## src/rtl/mux_arb_n_pkg.sv

```systemverilog
// Shared definitions for the mux_arb_n registered selector: the selection-mode
// encodings and the legal channel-count range.
package mux_arb_defs;

  localparam logic [1:0] MODE_DIRECT = 2'd0;
  localparam logic [1:0] MODE_PRIO   = 2'd1;
  localparam logic [1:0] MODE_RR     = 2'd2;

  localparam int NUM_IN_MIN = 2;
  localparam int NUM_IN_MAX = 16;

endpackage

```

## src/rtl/mux_arb_n_rr_grant_n.sv

```systemverilog
// Combinational grant selection for mux_arb_n: direct select, fixed priority
// (lowest index wins) or round-robin starting one past ptr.
module rr_grant_n
  import mux_arb_defs::*;
#(
  parameter int NUM_IN = 3,
  parameter int SELW   = 2
) (
  input  logic [NUM_IN-1:0] req,
  input  logic [SELW-1:0]   ptr,
  input  logic [1:0]        mode,
  input  logic [SELW-1:0]   sel,
  output logic [NUM_IN-1:0] grant,
  output logic [SELW-1:0]   gnt_idx,
  output logic              gnt_any
);

  logic [SELW-1:0] cand;
  logic [SELW-1:0] rr_idx;

  always_comb begin
    grant   = '0;
    gnt_idx = '0;
    gnt_any = 1'b0;
    cand    = '0;
    rr_idx  = '0;
    case (mode)
      MODE_DIRECT: begin
        // An out-of-range select falls back to the last channel only.
        cand    = (int'(sel) < NUM_IN) ? sel : SELW'(NUM_IN - 1);
        gnt_idx = cand;
        gnt_any = req[cand];
      end
      MODE_PRIO: begin
        for (int i = NUM_IN - 1; i >= 0; i--) begin
          if (req[i]) begin
            gnt_idx = SELW'(i);
            gnt_any = 1'b1;
          end
        end
      end
      MODE_RR: begin
        // Walk offsets downward so the nearest valid channel after ptr wins.
        for (int k = NUM_IN; k >= 1; k--) begin
          rr_idx = SELW'((int'(ptr) + k) % NUM_IN);
          if (req[rr_idx]) begin
            gnt_idx = rr_idx;
            gnt_any = 1'b1;
          end
        end
      end
      default: ;
    endcase
    if (gnt_any) grant[gnt_idx] = 1'b1;
  end

endmodule

```

## src/rtl/mux_arb_n.sv

```systemverilog
// N-input registered selector with valid/ready on every channel and on the
// output; one output register gives one-cycle latency and full backpressure.
module mux_arb_n
  import mux_arb_defs::*;
#(
  parameter  int WIDTH  = 32,
  parameter  int NUM_IN = 3,
  parameter  int MODE   = 0,
  localparam int SELW   = $clog2(NUM_IN)
) (
  input  logic                    clk,
  input  logic                    rst,
  input  logic [NUM_IN*WIDTH-1:0] in_data,
  input  logic [NUM_IN-1:0]       in_valid,
  output logic [NUM_IN-1:0]       in_ready,
  input  logic [SELW-1:0]         sel,
  output logic [WIDTH-1:0]        out_data,
  output logic                    out_valid,
  input  logic                    out_ready,
  output logic [SELW-1:0]         out_src
);

  if (NUM_IN < NUM_IN_MIN || NUM_IN > NUM_IN_MAX || MODE < 0 || MODE > 2) begin : g_param_check
    $error("mux_arb_n: illegal NUM_IN or MODE");
  end

  localparam logic [1:0] MODE_SEL = 2'(MODE);

  logic [NUM_IN-1:0] grant;
  logic [SELW-1:0]   gnt_idx;
  logic              gnt_any;
  logic              load_en;

  logic              out_valid_q, out_valid_d;
  logic [WIDTH-1:0]  out_data_q,  out_data_d;
  logic [SELW-1:0]   out_src_q,   out_src_d;
  logic [SELW-1:0]   ptr_q,       ptr_d;

  rr_grant_n #(
    .NUM_IN (NUM_IN),
    .SELW   (SELW)
  ) u_grant (
    .req     (in_valid),
    .ptr     (ptr_q),
    .mode    (MODE_SEL),
    .sel     (sel),
    .grant   (grant),
    .gnt_idx (gnt_idx),
    .gnt_any (gnt_any)
  );

  assign load_en  = !out_valid_q || out_ready;
  // Gated by rst so no channel sees an accept while the block is held in reset.
  assign in_ready = (load_en && rst) ? grant : '0;

  always_comb begin
    out_valid_d = out_valid_q;
    out_data_d  = out_data_q;
    out_src_d   = out_src_q;
    ptr_d       = ptr_q;
    if (load_en) begin
      out_valid_d = gnt_any;
      if (gnt_any) begin
        for (int i = 0; i < NUM_IN; i++) begin
          if (grant[i]) out_data_d = in_data[i*WIDTH +: WIDTH];
        end
        out_src_d = gnt_idx;
        ptr_d     = gnt_idx;
      end
    end
  end

  always_ff @(posedge clk or negedge rst) begin
    if (!rst) begin
      out_valid_q <= 1'b0;
      out_data_q  <= '0;
      out_src_q   <= '0;
      ptr_q       <= SELW'(NUM_IN - 1);
    end else begin
      out_valid_q <= out_valid_d;
      out_data_q  <= out_data_d;
      out_src_q   <= out_src_d;
      ptr_q       <= ptr_d;
    end
  end

  assign out_valid = out_valid_q;
  assign out_data  = out_data_q;
  assign out_src   = out_src_q;

endmodule

```

## config.mk

```make
export PLATFORM = sky130hd
export DESIGN_NAME = mux_arb_n
export DESIGN_NICKNAME = d
export VERILOG_FILES = /design/src/rtl/mux_arb_n_pkg.sv /design/src/rtl/mux_arb_n_rr_grant_n.sv /design/src/rtl/mux_arb_n.sv
export SDC_FILE = /design/constraint.sdc
export NUM_CORES = 1
export LEC_CHECK = 0
export CAP_MARGIN = 20
export CORE_MARGIN = 2
export CORE_UTILIZATION = 39
export DETAILED_ROUTE_END_ITERATION = 10
export HOLD_SLACK_MARGIN = 0.12
export PLACE_DENSITY = 0.94
export SYNTH_ARGS = -nofsm -noshare
export SYNTH_HDL_FRONTEND = slang
export SYNTH_SLANG_ARGS = --single-unit
```

## constraint.sdc

```tcl
create_clock -name clk -period 3.3 [get_ports clk]
set_input_delay 0.66 -clock clk [delete_from_list [all_inputs] [get_ports clk]]
set_output_delay 0.66 -clock clk [all_outputs]
set_load 0.02 [all_outputs]
```

==> Word-level counts from Yosys, hierarchy flattened <==
Index checks and enable logic that the tools add are counted.
{ "op_classes": {"mux": 10, "order_cmp": 3, "n_reduce_logical": 7} }
{ "ops": {"columns": ["operator", "n"], "rows": [
  ["$mux 32", 3],
  ["$mux 3", 2],
  ["$lt 2x3->1 const B", 1],
  ["$reduce_and 3->1", 1],
  ["$reduce_bool 3->1", 1],
  ["$bmux 1 s2", 1],
  ["$demux 1 s2", 1],
  ["$ge 2x1->1 const B", 1],
  ["$logic_and 1x1->1", 2],
  ["$lt 2x2->1 const B", 1],
  ["$mux 1", 2],
  ["$mux 2", 1],
  ["$reduce_and 2->1", 1],
  ["$logic_not 1->1", 1],
  ["$logic_or 1x1->1", 1]
]} }
{ "word_totals": {"regBits": 35, "in_bits": 104, "word_cells": 23, "out_inout_bits": 38} }

==> Longest topological paths before layout <==
{ "depth": {"depth_word": 10, "mapped_depth": 6} }

==> Cells and area by module <==
A second synthesis with hierarchy kept.
{ "unflattened": {"cells_unflattened": 242, "area_unflattened_um2": 2526.2} }
{ "by_module_without_submodules": {"columns": ["module", "area_each_um2", "cells_each", "n_inst", "seq_area_each_um2"], "rows": [
  ["mux_arb_n", 2167.1, 190, 1, 902.1],
  ["rr_grant_n", 359.1, 52, 1, 0.0]
]} }

==> Least setup slack after synthesis <==
OpenSTA, ideal clock, no wires.
{ "synth_timing": {"kind": "input-to-output", "startpoint": "input sel[1]", "endpoint": "output in_ready[0]", "arrival_ps": 1563, "cell_stages": 3, "slack_ps": 1077, "path_cell_list": "buf_2 > buf_1 > nor3b_1"} }
{ "synth_between": {"elab_chain_len": 8} }
{ "synth_rtl": {"columns": ["element", "line", "text"], "rows": [
  ["start, declared", "mux_arb_n.sv:16", "input logic [SELW-1:0] sel,"],
  ["$lt 2x2->1", "mux_arb_n_rr_grant_n.sv:30", "cand = (int'(sel) < NUM_IN) ? sel : SELW'(NUM_IN - 1);"],
  ["$mux 2 (*)", "mux_arb_n_rr_grant_n.sv:30", null],
  ["$lt 2x3->1 (not written as such) or $ge 2x1->1 (tied branches)", "mux_arb_n_rr_grant_n.sv:54", "if (gnt_any) grant[gnt_idx] = 1'b1;"],
  ["$logic_and 1x1->1 (not written as such)", "mux_arb_n_rr_grant_n.sv:54", null],
  ["$mux 1 (not written as such)", "mux_arb_n_rr_grant_n.sv:54", null],
  ["$demux 1 s2", "mux_arb_n_rr_grant_n.sv:54", null],
  ["$mux 3 (*)", "mux_arb_n_rr_grant_n.sv:54", null],
  ["$mux 3 (*)", "mux_arb_n.sv:54", "assign in_ready = (load_en && rst) ? grant : '0;"],
  ["end, declared", "mux_arb_n.sv:15", "output logic [NUM_IN-1:0] in_ready,"]
]} }
Mark *: on every way between the ends. The rest lies on a longest branch, timed or not. The select of a mux whose other input is x is not followed.

==> Final worst setup path <==
{ "layout_timing": {"startpoint": "input sel[1]", "endpoint": "output in_ready[1]"} }
Same word-level chain as after synthesis.

==> flow_metrics.tcl <==
set metrics [dict create \
    drc 0 \
    dp_hpwl_um 4860 \
    die_w_um 77.7 \
    finalNetCount 407 \
    root_buffer "clkbuf_8" \
    fin_crit_sh 0.894 \
    ant_nets 0 \
    worstHoldPathType "input port to asynchronous set/reset pin" \
    cpMaxStageDelayCell "clkdlybuf4s50_1" \
    cp_max_fo 9 \
    antenna_found_initial 0 \
    cts_tree "built" \
    avgSynthCellArea_um2 12.7 \
    final_hold_viol_count 0 \
    rsz0062_at_grt "false" \
    path_buf_inv 2 \
    num_rows 26 \
    layout-drive-gt1-share 0.155 \
    cts_resized 0 \
    p_per_area_mw_per_mm2 425 \
    grt.total_usage 0.216 \
    crit-reg2reg-launch "out_valid" \
    fin_cells 374 \
    synth_cell_types 20 \
    tightest_slew_ps 435 \
    htree_levels 2 \
    synth_seq_cells 35 \
    synth_area_mm2 0.00212 \
    cap_violations 0 \
    crit_family "buffers and inverters" \
    dieArea_mm2 0.00604 \
    grt.overflow.total 0 \
    arrival_ps 2290 \
    yosysWarnings 0 \
    startpoint_type "input port" \
    cts-buffers-inserted 5 \
    numPortBuffers 141 \
    grt_first_pass_wirelength_um 10200 \
    clkLatencyLatePin_ps 280 \
    grt_pass1_vias 2252 \
    cp-startpoint "sel[1]" \
    setup_viol 0 \
    maxSlewViolCount 0 \
    cts_setup_buffers 0 \
    worst_hold_slack_ps 425 \
    floorplan.initialDensity 0.410 \
    clock_sinks 35 \
    crit_top_cell "clkdlybuf4s50_1" \
    clkTransAtPathRegs_ps 70 \
    post_drt_wl_per_cell_um 17.7 \
    syn_inst 167 \
    worstSetupPathType "input port to primary output" \
    wl_um 6630 \
    max_freq_ghz 0.339 \
    ioPinCount 142 \
    drtIter0Drc 84 \
    clock_skew_ps 9.50 \
    cp.required_ps 2640 \
    grt_max_degree 36 \
    slowest_delay_ps 610 \
    seq_area_frac_synth 0.413 \
    r2r_slack_ps 1850 \
    synth_nets 271 \
    die_h_um 77.7 \
    diodes 0 \
    place.gp.congestion 0.733 \
    max-slew-margin-rel 0.710 \
    synthToLayoutAreaGrowth_pct 71.6 \
    holdBufCountCts 0 \
    num_vias 2110 \
    p_leak_nw 1.69 \
    fin_crit_ps 2950 \
    path_cells "clkdlybuf4s50_1, and3b_1, and3_1, clkdlybuf4s50_1" \
    coreArea_mm2 0.00517 \
    status "completed" \
    cts_buffer_depth 2 \
    finalSetupTns_ps 0 \
    worst_ir_drop_vdd_mv 0.276 \
    endpoint_kind "primary output" \
    placed_cells 366 \
    firstDrtPassIters 6 \
    drt-vias-per-instance 5.64 \
]
[synthesized netlist by cell type (all sizes together)]
cell    count  area (um^2)
a21oi       1         5.00
a221o      32          320
and2        1         6.26
and3        1         6.26
and3b       1         8.76
buf        13          105
clkbuf      6         22.5
dfrtp      35          876
mux2       34          383
nand2       3         11.3
nand2b      2         12.5
nor2        1         3.75
nor2b       2         12.5
nor3b       1         7.51
o211a      32          320
o311a       1         10.0
o31ai       1         7.51
[layer usage]
| layer | part of all wire | GRT usage |
|---|---|---|
| met1 | 0.35 | 0.199 |
| met2 | 0.53 | 0.414 |
| met3 | 0.089 | 0.0721 |
| met4 | 0.031 | 0.107 |
| met5 | 0 | 0 |
[path summary, 6_finish.rpt]
check	end	cells after the start
setup / recovery	in_ready[1]	4
hold / removal	out_valid	2
setup reg to reg	out_data[8]	4
hold reg to reg	out_src[1]	1
max in group asynchronous	out_data[8]	2
min in group clk	out_src[1]	1
[through the flow]
step / cell area [um^2] / utilization / worst slack, ps / power [mW]
2_1_floorplan: 2120 / - / 1080 / 0.888
3_3_place_gp: 3550 / 0.687 / 402 / 1.24
3_5_place_dp: 3550 / 0.687 / 354 / 1.26
4_1_cts: 3630 / 0.703 / 343 / 1.56
5_1_grt: 3630 / 0.703 / 284 / 1.62
6_report: 3630 / 0.703 / 351 / 1.55
[placed cells by master (no fill, tap or decap), drive strengths merged]
cell type,n
nor2b,2
nand2,3
nor2,1
a221o,32
o311a,1
clkinv,1
nand2b,2
buf,8
and2,1
o31ai,1
dfrtp,35
clkbuf,7
nor3b,1
a21oi,1
and3b,1
clkdlybuf4s50,140
o211a,32
and3,1
mux2,34
[flip-flops by register name, summed over array words and instances (netlist names)]
name and cells:
out_valid 1, out_src 2, out_data 32
[cell type report]
class / instances / area, um^2
Clock inverter: 1 / 5.00
Sequential cell: 35 / 876
Tap cell: 70 / 87.6
Clock buffer: 7 / 76.3
Fill cell: 393 / 1540
Multi-Input combinational cell: 113 / 1120
Timing Repair Buffer: 148 / 1470
[cell families after synthesis]
| family | synth area share |
|---|---|
| DFF | 0.413 |
| buffers and inverters | 0.0602 |
| AOI/OAI and AO/OA | 0.313 |
| and+or+nand+nor | 0.0325 |
| muxes | 0.181 |
[power breakdown]
group,switching (mW),internal (mW)
Clock,0.144,0.148
Sequential,0.0443,0.522
Combinational,0.291,0.396
Power figures use the tool's default switching activity.
